### config.mk
export PLATFORM = sky130hd
export DESIGN_NAME = alarm_ringer
export DESIGN_NICKNAME = d
export VERILOG_FILES = /design/src/rtl/alarm_ringer.sv
export SDC_FILE = /design/constraint.sdc
export NUM_CORES = 1
export LEC_CHECK = 0
export BUFFER_PORTS_ARGS = -buffer_cell sky130_fd_sc_hd__buf_2
export CORE_MARGIN = 5
export CORE_UTILIZATION = 55
export CTS_CLUSTER_SIZE = 40
export DETAILED_ROUTE_END_ITERATION = 8
export HOLD_SLACK_MARGIN = 0.12
export PLACE_DENSITY = 0.81
export SETUP_SLACK_MARGIN = 0.2
export SYNTH_ARGS = -nofsm -noshare
export SYNTH_HDL_FRONTEND = slang
export SYNTH_SLANG_ARGS = --single-unit
### constraint.sdc
create_clock -name clk -period 4.3 [get_ports clk]
set_input_delay 0.86 -clock clk [delete_from_list [all_inputs] [get_ports clk]]
set_output_delay 0.86 -clock clk [all_outputs]
set_load 0.005 [all_outputs]
### src/rtl/alarm_ringer.sv
// Alarm ring sequencer: turns a comparator match edge into a timed ring with
// beeping buzzer, status LED, snooze, stop and auto-timeout.
//
// state  | meaning
// IDLE   | waiting for an armed match rising edge
// RING   | buzzer beeping on beat, counting ticks toward timeout
// SNOOZE | silent, LED blinking per tick, counting ticks back to RING
// DONE   | sequence over, waiting for the match window to close or disarm
module alarm_ringer #(
  parameter int RING_SECS   = 60,
  parameter int SNOOZE_SECS = 300,
  parameter int MAX_SNOOZE  = 3,
  parameter int CNT_W       = 9,
  parameter int SNZ_W       = 2
) (
  input  logic             clk,
  input  logic             reset,
  input  logic             tick,
  input  logic             beat,
  input  logic             alarm_en,
  input  logic             match,
  input  logic             snooze_btn,
  input  logic             stop_btn,
  output logic             buzz,
  output logic             alarm_led,
  output logic             ringing,
  output logic [SNZ_W-1:0] snooze_left,
  output logic [1:0]       state_dbg
);

  typedef enum logic [1:0] {
    IDLE   = 2'd0,
    RING   = 2'd1,
    SNOOZE = 2'd2,
    DONE   = 2'd3
  } state_t;

  localparam logic [CNT_W-1:0] RING_TC   = CNT_W'(RING_SECS - 1);
  localparam logic [CNT_W-1:0] SNOOZE_TC = CNT_W'(SNOOZE_SECS - 1);
  localparam logic [SNZ_W-1:0] SNZ_MAX   = SNZ_W'(MAX_SNOOZE);

  state_t           state, state_nxt;
  logic [CNT_W-1:0] counter, counter_nxt;
  logic [SNZ_W-1:0] snz_nxt;
  logic             phase, phase_nxt;
  logic             blink, blink_nxt;
  logic             match_d;
  logic             match_rise;

  assign match_rise = match & ~match_d;
  assign state_dbg  = state;

  always_comb begin
    state_nxt   = state;
    counter_nxt = counter;
    snz_nxt     = snooze_left;
    phase_nxt   = phase;
    blink_nxt   = blink;
    case (state)
      IDLE: begin
        if (alarm_en && match_rise) begin
          state_nxt   = RING;
          counter_nxt = '0;
          snz_nxt     = SNZ_MAX;
          phase_nxt   = 1'b1;
        end
      end
      RING: begin
        if (beat) phase_nxt = ~phase;
        if (!alarm_en) begin
          state_nxt = IDLE;
        end else if (stop_btn) begin
          state_nxt = DONE;
        end else if (snooze_btn && snooze_left != '0) begin
          state_nxt   = SNOOZE;
          counter_nxt = '0;
          snz_nxt     = snooze_left - 1'b1;
          blink_nxt   = 1'b1;
        end else if (tick) begin
          // a snooze press with no snoozes left falls through to normal timing
          if (counter == RING_TC) state_nxt = DONE;
          else                    counter_nxt = counter + 1'b1;
        end
      end
      SNOOZE: begin
        if (!alarm_en) begin
          state_nxt = IDLE;
        end else if (stop_btn) begin
          state_nxt = DONE;
        end else if (tick) begin
          if (counter == SNOOZE_TC) begin
            state_nxt   = RING;
            counter_nxt = '0;
            phase_nxt   = 1'b1;
          end else begin
            counter_nxt = counter + 1'b1;
            blink_nxt   = ~blink;
          end
        end
      end
      DONE: begin
        if (!alarm_en || !match) state_nxt = IDLE;
      end
      default: state_nxt = IDLE;
    endcase
  end

  // outputs are formed from next-state values so they move with the state register
  always_ff @(posedge clk) begin
    if (reset) begin
      state       <= IDLE;
      counter     <= '0;
      snooze_left <= '0;
      phase       <= 1'b0;
      blink       <= 1'b0;
      match_d     <= 1'b0;
      buzz        <= 1'b0;
      alarm_led   <= 1'b0;
      ringing     <= 1'b0;
    end else begin
      state       <= state_nxt;
      counter     <= counter_nxt;
      snooze_left <= snz_nxt;
      phase       <= phase_nxt;
      blink       <= blink_nxt;
      match_d     <= match;
      buzz        <= (state_nxt == RING) & phase_nxt;
      alarm_led   <= (state_nxt == RING) | ((state_nxt == SNOOZE) & blink_nxt);
      ringing     <= (state_nxt == RING);
    end
  end

endmodule
==> results of run 1 <==
==> cells by family after synthesis <==
logic type | Yosys count | synth area share
adder cells (fa/ha/maj) | 6 | 0.06376
AO/OA/AOI/OAI | 42 | 0.2253
AND/OR/NAND/NOR | 66 | 0.3061
XOR/XNOR | 2 | 0.01488
flip-flops | 19 | 0.3231
multiplexers | 2 | 0.01700
buffers and inverters | 15 | 0.04994
==> stage by stage <==
stage | hold WS (ps) | power, mW | util | setup WS [ps]
after floorplan | 453.3 | 0.2404 | - | 1863
after global placement | 461.7 | 0.2576 | 0.6294 | 1480
after detailed placement | 498.5 | 0.2605 | 0.6294 | 1379
after CTS | 512.5 | 0.3468 | 0.6431 | 1420
after global routing | 535.1 | 0.3667 | 0.6431 | 1251
final | 508.4 | 0.3421 | 0.6431 | 1400
==> Yosys cell counts (3+ instances only) <==
cell type   n
ha_1        6
nand3_1     6
or4_1       5
a31oi_1     3
o21ai_0    12
nor2_1     18
nand2_1    10
inv_1       9
a21oi_1    12
clkbuf_1    3
and3_1      5
dfxtp_1    19
nor2b_1     6
==> sequential cells by signal (all words and copies together) (netlist names) <==
register / flops
counter: 9
snooze_left: 2
state_dbg: 2
alarm_led: 1
blink: 1
buzz: 1
match_d: 1
phase: 1
ringing: 1
==> how the worst max path moves through the flow <==
stage / startpoint / end / depth (start not counted)
finish: state_dbg[1] / counter[7] / 7
global route: state_dbg[1] / counter[4] / 7
CTS: state_dbg[1] / counter[7] / 7
detailed placement: alarm_en / counter[4] / 7
global placement: alarm_en / counter[7] / 7
floorplan: alarm_en / counter[7] / 7
==> area by class of cell <==
type | instances | area (um2) | share of cell area
Timing Repair Buffer | 14 | 70.07 | 0.05442
Clock buffer | 3 | 22.52 | 0.01749
Inverter | 10 | 37.54 | 0.02915
Clock inverter | 1 | 5.005 | 0.003887
Tap cell | 27 | 33.78 | 0.02624
Multi-Input combinational cell | 118 | 738.2 | 0.5734
Sequential cell | 19 | 380.4 | 0.2954
==> critical path, stage by stage (launching register included) <==
cell     delay [ps]
dfxtp_1         420
inv_1            80
ha_1            360
and4b_1         320
and3_1          180
or4_1           750
or4_1           580
a21oi_1         150
==> power groups by stage <==
stage               Sequential (mW)  Combinational (mW)  Clock, mW
global placement              0.191              0.0665          0
detailed placement            0.192              0.0688          0
floorplan                     0.191              0.0490          0
finish                        0.188              0.0692     0.0851
global route                  0.189              0.0787     0.0994
CTS                           0.188              0.0691     0.0900
==> layer usage <==
layer,vias up,wire (um)
li1,582,-
met1,541,1164
met2,28,1294
met3,2,118
met4,0,10
met5,-,0
==> flow_summary_export.csv, run 1 <==
group,metric,value,unit
cts,cts_buffer_depth,2,
global_route,grtUsageTotal,0.1696,
finish,finalNonFillerCells,192,
power_and_ir_drop,pwr-share-clk,0.249,
cts,cts_resized,0,
logic_synthesis,seq_area_frac_synth,0.3231,
global_route,use_met1,0.2128,
logic_synthesis,synth_flop_cell,"dfxtp_1",
logic_synthesis,async_flop_share,0,
floorplan,dieArea,0.003166,mm2
critical_path,worst-setup-path-type,"reg -> reg",
finish,drive_gt1_frac,0.1152,
floorplan,ios,15,
logic_synthesis,syn_inst,152,
floorplan,initial_core_util,0.5881,
logic_synthesis,synth_top_cell_by_area,"dfxtp_1",
place,place_hpwl,1975,um
critical_path,cp.arrival,3120,ps
sta,finalSetupViolations,0,
cts,clk_latency,280,ps
finish,nNetsFinal,180,
logic_synthesis,synth_seq_cells,19,
global_route,top_usage_layer,"met2",
detailed_routing,first_pass_iters,4,
logic_synthesis,synth.avg_cell_area,7.746,um2
power_and_ir_drop,switching_power,0.09820,mW
sta,setup_tns,0,ps
critical_path,crit_required,4520,ps
floorplan,rows,16,
sta,timing.final.hold_violations,0,
global_route,grt_antenna_before_repair,0,
place,port_buffers,14,
worst_hold_path,min_to,"counter[0]",
run_status,status,"finished clean",
worst_hold_path,worstHoldStart,"counter[0]",
floorplan,die_x,56.27,um
critical_path,r2r-end,"counter[7]",
power_and_ir_drop,seq_power_share,0.549,
global_route,globalRoute.totalOverflow,0,
cts,hold_buffers,0,
critical_path,rrSetupSlack,1400,ps
critical_path,cp_max_fo,17,
sta,fin_crit,2900,ps
sta,slew_viol_final,0,
finish,final_common_cell,"dfxtp_1",
global_route,grt_pass1_vias,1033,
detailed_routing,drt_iter0_markers,36,
critical_path,worstSetupEndpointType,"register",
sta,timing.final.crit_share,0.6744,
cts,cts_tree,"done",
logic_synthesis,synth_area_leaders,"dfxtp_1 32%, ha_1 6.4%, nor2_1 5.7%, a21oi_1 5.1%, o21ai_0 5.1%",
power_and_ir_drop,power_leakage,0.5270,nW
cts,htree_levels,1,
power_and_ir_drop,swShare,0.2871,
worst_hold_path,hold_path.class,"reg -> reg",
detailed_routing,drc,0,
power_and_ir_drop,ir_worst_vdd,0.2081,mV
detailed_routing,drtAntennaViolNets,0,
detailed_routing,wl_per_cell,13.47,um
cts,cts_setup_buffers,0,
floorplan,design.core.area,0.002002,mm2
detailed_routing,wl,2586,um
detailed_routing,via_per_inst,6.005,
sta,fmax,344.9,MHz
place,placed_cell_area,0.001260,mm2
detailed_routing,vias,1153,
critical_path,reg2reg_depth,7,
power_and_ir_drop,power_frac_comb,0.202,
critical_path,regToRegStartpoint,"state_dbg[1]",
cts,cts_made_buffers,3,
global_route,grt_max_degree,18,
sta,rsz0062_at_grt,"no",
logic_synthesis,synth-edff-count,0,
finish,fillers,193,
global_route,grt_pass1_wl,4505,um
place,gp_congestion,0.9476,
power_and_ir_drop,power_density,265.7,mW/mm2
run,drv_cap,0,
place,dp_cells,188,
power_and_ir_drop,p_int,0.2439,mW
logic_synthesis,synth_cell_type_count,44,
floorplan,chipHeight,56.27,um
sta,relSlewSlack,0.6670,
finish,area_growth_syn_to_layout,9.351,%
sta,tightest_slew,499.5,ps
logic_synthesis,syn-num-nets,166,
finish,final_cell_mix,"19 x dfxtp_1, 18 x nor2_1, 14 x buf_2",
cts,root_buffer,"clkbuf_4",
cts,cts.sinks,19,
finish,diodes,0,
worst_hold_path,min_path_cells,2,
global_route,use_met2,0.2938,
logic_synthesis,syn_area,0.001177,mm2
cts,path_clk_slew,100,ps
critical_path,cp-start-kind,"register",
sta,finClkSkew,2.195,ps
finish,final_area,0.001287,mm2
global_route,use_met3,0.02523,
logic_synthesis,synth_top_area_frac,0.3231,
logic_synthesis,ys_warn_count,0,
No activity file was read; power rests on OpenSTA's default activity.
==> run 2, diff against run 1 <==
--- a/config.mk
+++ b/config.mk
@@ -7,11 +7,11 @@
 export LEC_CHECK = 0
 export BUFFER_PORTS_ARGS = -buffer_cell sky130_fd_sc_hd__buf_2
 export CORE_MARGIN = 5
-export CORE_UTILIZATION = 55
+export CORE_UTILIZATION = 51
 export CTS_CLUSTER_SIZE = 40
 export DETAILED_ROUTE_END_ITERATION = 8
 export HOLD_SLACK_MARGIN = 0.12
-export PLACE_DENSITY = 0.81
+export PLACE_DENSITY = 0.79
 export SETUP_SLACK_MARGIN = 0.2
 export SYNTH_ARGS = -nofsm -noshare
 export SYNTH_HDL_FRONTEND = slang
==> constraint.sdc (replaced) <==
create_clock -name clk -period 2.45 [get_ports clk]
set_input_delay 0.49 -clock clk [delete_from_list [all_inputs] [get_ports clk]]
set_output_delay 0.49 -clock clk [all_outputs]
set_load 0.005 [all_outputs]
==> flow_summary_export.csv, run 2 (same netlist as run 1, synthesis figures left out) <==
group,metric,value,unit
sta,rsz0062_at_grt,"yes",
floorplan,die_x,58.05,um
global_route,globalRoute.totalOverflow,0,
power_and_ir_drop,swShare,0.3149,
finish,nNetsFinal,195,
critical_path,worstSetupEndpointType,"register",
floorplan,ios,15,
critical_path,worst-setup-path-type,"reg -> reg",
power_and_ir_drop,power,0.6620,mW
detailed_routing,first_pass_iters,4,
detailed_routing,drt_iter0_markers,68,
critical_path,crit_required,2700,ps
sta,relSlewSlack,0.6577,
sta,setup_tns,0,ps
detailed_routing,wl,3174,um
power_and_ir_drop,p_int,0.4535,mW
global_route,grt_pass1_vias,1213,
place,placed_cell_area,0.001330,mm2
sta,finalSetupViolations,0,
sta,tightest_slew,513.5,ps
power_and_ir_drop,switching_power,0.2085,mW
sta,slew_viol_final,0,
sta,finClkSkew,2.854,ps
floorplan,rows,17,
critical_path,cp.arrival,2550,ps
finish,final_common_cell,"nor2_1",
run,drv_cap,0,
sta,fin_crit,2300,ps
floorplan,initial_core_util,0.5322,
cts,hold_buffers,0,
power_and_ir_drop,seq_power_share,0.494,
finish,final_cell_mix,"18 x nor2_1, 15 x buf_2, 13 x dfxtp_1",
critical_path,cp_max_fo,8,
finish,diodes,0,
cts,cts_tree,"done",
place,place_hpwl,2113,um
cts,cts_buffer_depth,2,
floorplan,design.core.area,0.002212,mm2
global_route,grt_pass1_wl,5161,um
cts,cts.sinks,19,
finish,final_area,0.001498,mm2
run_status,status,"finished clean",
detailed_routing,drtAntennaViolNets,0,
worst_hold_path,hold_path.class,"in -> reg",
finish,largest_reg_flops,9,
cts,cts_made_buffers,3,
place,port_buffers,14,
detailed_routing,via_per_inst,6.067,
power_and_ir_drop,power_leakage,0.6130,nW
floorplan,dieArea,0.003369,mm2
sta,fmax,434.8,MHz
global_route,grt_antenna_before_repair,0,
critical_path,cp-start-kind,"register",
detailed_routing,wl_per_cell,15.26,um
cts,htree_levels,1,
global_route,grtUsageTotal,0.1917,
cts,root_buffer,"clkbuf_4",
finish,area_growth_syn_to_layout,27.21,%
cts,clk_latency,300,ps
detailed_routing,drc,0,
finish,drive_gt1_frac,0.3000,
sta,timing.final.crit_share,0.9388,
finish,regMostFlops,"counter",
critical_path,rrSetupSlack,150,ps
sta,timing.final.hold_violations,0,
detailed_routing,vias,1262,
global_route,grt_max_degree,17,
power_and_ir_drop,pwr-share-clk,0.257,
floorplan,chipHeight,58.05,um
power_and_ir_drop,power_density,442.0,mW/mm2
power_and_ir_drop,ir_worst_vdd,0.3961,mV
cts,path_clk_slew,120,ps
power_and_ir_drop,power_frac_comb,0.249,
place,gp_congestion,0.8944,
run 2: power groups by stage:
stage | logic, mW | registers, mW | clock network, mW
2_1_floorplan | 0.0873 | 0.337 | 0
3_3_place_gp | 0.130 | 0.335 | 0
3_5_place_dp | 0.135 | 0.336 | 0
4_1_cts | 0.159 | 0.328 | 0.168
5_1_grt | 0.182 | 0.329 | 0.188
6_report | 0.165 | 0.327 | 0.170
run 2: through the flow:
| stage | util | setup WS [ps] | hold WS [ps] | cells |
|---|---|---|---|---|
| 4_1_cts | 0.6691 | 148.5 | 472.7 | 208 |
| 5_1_grt | 0.6770 | 82.55 | 474.8 | 208 |
| 3_3_place_gp | 0.6012 | 83.78 | 473.1 | 196 |
| 3_5_place_dp | 0.6012 | 35.93 | 504.2 | 196 |
| 6_report | 0.6770 | 149.8 | 471.4 | 208 |
| 2_1_floorplan | - | 204.2 | 455.7 | 152 |
run 2: area by class of cell:
cell class | instances | area [um2]
Clock inverter | 1 | 5.005
Multi-Input combinational cell | 118 | 814.5
Tap cell | 28 | 35.03
Sequential cell | 19 | 392.9
Timing Repair Buffer | 29 | 187.7
Inverter | 10 | 40.04
Fill cell | 184 | 714.4
Clock buffer | 3 | 22.52
run 2: worst paths after layout:
kind                       start             end  cells after the start
setup / recovery      counter[1]      counter[3]                      8
hold / removal             match         match_d                      3
setup reg to reg      counter[1]      counter[3]                      8
hold reg to reg   snooze_left[1]  snooze_left[1]                      2
run 2: critical path: stages (launching register included):
cell	delay, ps
dfxtp_4	380
ha_4	160
nor2b_4	120
and3_4	170
and3_4	140
or4_4	490
buf_6	150
or4b_1	510
a21oi_1	130
run 2: timing repair:
item | CTS | global route
pin swaps | 13 | 5
cloned | 1 | 0
endpoints found under the hold margin | 0 | 0
buffers inserted | 7 | 0
setup endpoints to repair | 8 | 6
resized for setup | 21 | 4
run 2: routing by layer:
metal / up-vias / track usage / wire [um]
met2: 22 / 0.3435 / 1602
met4: 0 / 0.08940 / 82
met3: 10 / 0.02673 / 91
li1: 617 / - / -
met1: 613 / 0.2222 / 1397
met5: - / 0 / 0
==> run 3, diff against run 2 <==
--- a/config.mk
+++ b/config.mk
@@ -6,12 +6,14 @@
 export NUM_CORES = 1
 export LEC_CHECK = 0
 export BUFFER_PORTS_ARGS = -buffer_cell sky130_fd_sc_hd__buf_2
+export CELL_PAD_IN_SITES_DETAIL_PLACEMENT = 1
+export CELL_PAD_IN_SITES_GLOBAL_PLACEMENT = 1
 export CORE_MARGIN = 5
-export CORE_UTILIZATION = 51
+export CORE_UTILIZATION = 37
 export CTS_CLUSTER_SIZE = 40
 export DETAILED_ROUTE_END_ITERATION = 8
 export HOLD_SLACK_MARGIN = 0.12
-export PLACE_DENSITY = 0.79
+export PLACE_DENSITY = 0.78
 export SETUP_SLACK_MARGIN = 0.2
 export SYNTH_ARGS = -nofsm -noshare
 export SYNTH_HDL_FRONTEND = slang
==> flow_summary_export.csv, run 3 (same netlist as run 1, synthesis figures left out) <==
group,metric,value,unit
run_status,status,"finished clean",
detailed_routing,drt_iter0_markers,32,
power_and_ir_drop,ir_worst_vdd,0.2961,mV
critical_path,cp_cell_sequence,"inv_2 > ha_4 > buf_12 > a22oi_2 > o21ai_1 > or4_4 > buf_6 > or4b_1 > a21oi_1",
cts,cts_tree,"done",
critical_path,worst-setup-path-type,"reg -> reg",
global_route,grtUsageTotal,0.1949,
global_route,grt_pass1_wl,6499,um
critical_path,cp.arrival,2620,ps
floorplan,chipHeight,66.41,um
place,place_hpwl,2487,um
cts,clk_latency,320,ps
floorplan,ios,15,
global_route,grt_antenna_before_repair,0,
floorplan,design.core.area,0.003053,mm2
critical_path,crit_required,2720,ps
power_and_ir_drop,power_density,440.6,mW/mm2
detailed_routing,drc,0,
sta,slew_viol_final,0,
detailed_routing,first_pass_iters,4,
finish,area_growth_syn_to_layout,37.19,%
detailed_routing,via_per_inst,5.657,
finish,diodes,0,
sta,rsz0062_at_grt,"yes",
detailed_routing,vias,1318,
sta,finalSetupViolations,0,
global_route,grt_pass1_vias,1317,
global_route,globalRoute.totalOverflow,0,
cts,root_buffer,"clkbuf_4",
finish,largest_reg_flops,9,
finish,regMostFlops,"counter",
floorplan,initial_core_util,0.3857,
sta,tightest_slew,424.2,ps
sta,timing.final.crit_share,0.9610,
cts,hold_buffers,0,
worst_hold_path,hold_path.class,"in -> reg",
floorplan,dieArea,0.004410,mm2
detailed_routing,wl,4018,um
critical_path,cp-start-kind,"register",
sta,fmax,424.7,MHz
critical_path,cp_max_fo,14,
cts,cts.sinks,19,
run,drv_cap,0,
critical_path,worstSetupEndpointType,"register",
floorplan,rows,20,
finish,final_area,0.001615,mm2
sta,finClkSkew,3.149,ps
sta,setup_tns,0,ps
place,placed_cell_area,0.001358,mm2
finish,fillers,394,
cts,cts_made_buffers,3,
critical_path,cp_slowest_cell,"or4b_1",
sta,timing.final.hold_violations,0,
critical_path,max_stage_delay,510,ps
detailed_routing,drtAntennaViolNets,0,
sta,setup_slack,95.67,ps
cts,cts_buffer_depth,2,
floorplan,die_x,66.41,um
finish,final_common_cell,"buf_4",
cts,path_clk_slew,110,ps
place,port_buffers,14,
detailed_routing,wl_per_cell,17.24,um
finish,drive_gt1_frac,0.3545,
sta,fin_crit,2354,ps
sta,relSlewSlack,0.7172,
finish,nNetsFinal,204,
finish,final_cell_mix,"21 x buf_4, 18 x nor2_1, 14 x buf_2",
critical_path,rrSetupSlack,100,ps
cts,htree_levels,1,
power_and_ir_drop,power_leakage,0.6606,nW
place,gp_congestion,0.8979,
global_route,grt_max_degree,17,
place,place_ws,-39.03,ps
[run 3: changes by cell type in the layout (fill, tap and decap cells not counted), sizes merged]
cell / delta
clkinv: -1
buf: +9
clkbuf: +1
[run 3: final cells by class]
cell class                      count  area (um2)  share of cell area
Multi-Input combinational cell    118       835.8              0.5174
Sequential cell                    19       390.4              0.2417
Inverter                           10       37.54             0.02324
Tap cell                           44       55.05             0.03408
Clock buffer                        4       26.28             0.01627
Timing Repair Buffer               38       270.3              0.1673
[run 3: repair_timing]
| item | 4_1_cts | 5_1_grt |
|---|---|---|
| pin swaps | 9 | 6 |
| resized for setup | 21 | 14 |
| setup buffers | 11 | 4 |
| setup endpoints to repair | 8 | 9 |
| cloned | 1 | 0 |
[run 3: final timing paths]
kind	startpoint	end	cells after the start
min reg2reg	counter[7]	counter[7]	2
max reg2reg	state_dbg[1]	counter[6]	9
max	state_dbg[1]	counter[6]	9
min	match	match_d	3
[run 3: per-stage QoR]
stage / hold slack [ps] / util / instances / power, mW
detailed placement: 490.3 / 0.4447 / 213 / 0.4773
finish: 466.0 / 0.5291 / 233 / 0.7117
CTS: 456.4 / 0.5041 / 229 / 0.6836
global route: 471.6 / 0.5291 / 233 / 0.7408
floorplan: 455.7 / - / 152 / 0.4241
global placement: 470.9 / 0.4447 / 213 / 0.4679
[run 3: critical path, delay by kind of cell, from the launching register on]
kind / cells / cell delay (ps)
AND/OR/NAND/NOR: 2 / 960
flip-flops: 1 / 360
adder cells (fa/ha/maj): 1 / 160
AO/OA/AOI/OAI: 3 / 470
buffers and inverters: 3 / 340
[run 3: per-layer routing]
| layer | GRT usage | part of all wire |
|---|---|---|
| met5 | 0 | 0 |
| met4 | 0.07614 | 0.016 |
| met3 | 0.03401 | 0.042 |
| met2 | 0.3284 | 0.49 |
| met1 | 0.2439 | 0.45 |
[run 3: where the power goes]
group | switching (mW) | internal [mW]
Combinational | 0.109 | 0.0986
Clock | 0.112 | 0.0640
Sequential | 0.00781 | 0.321
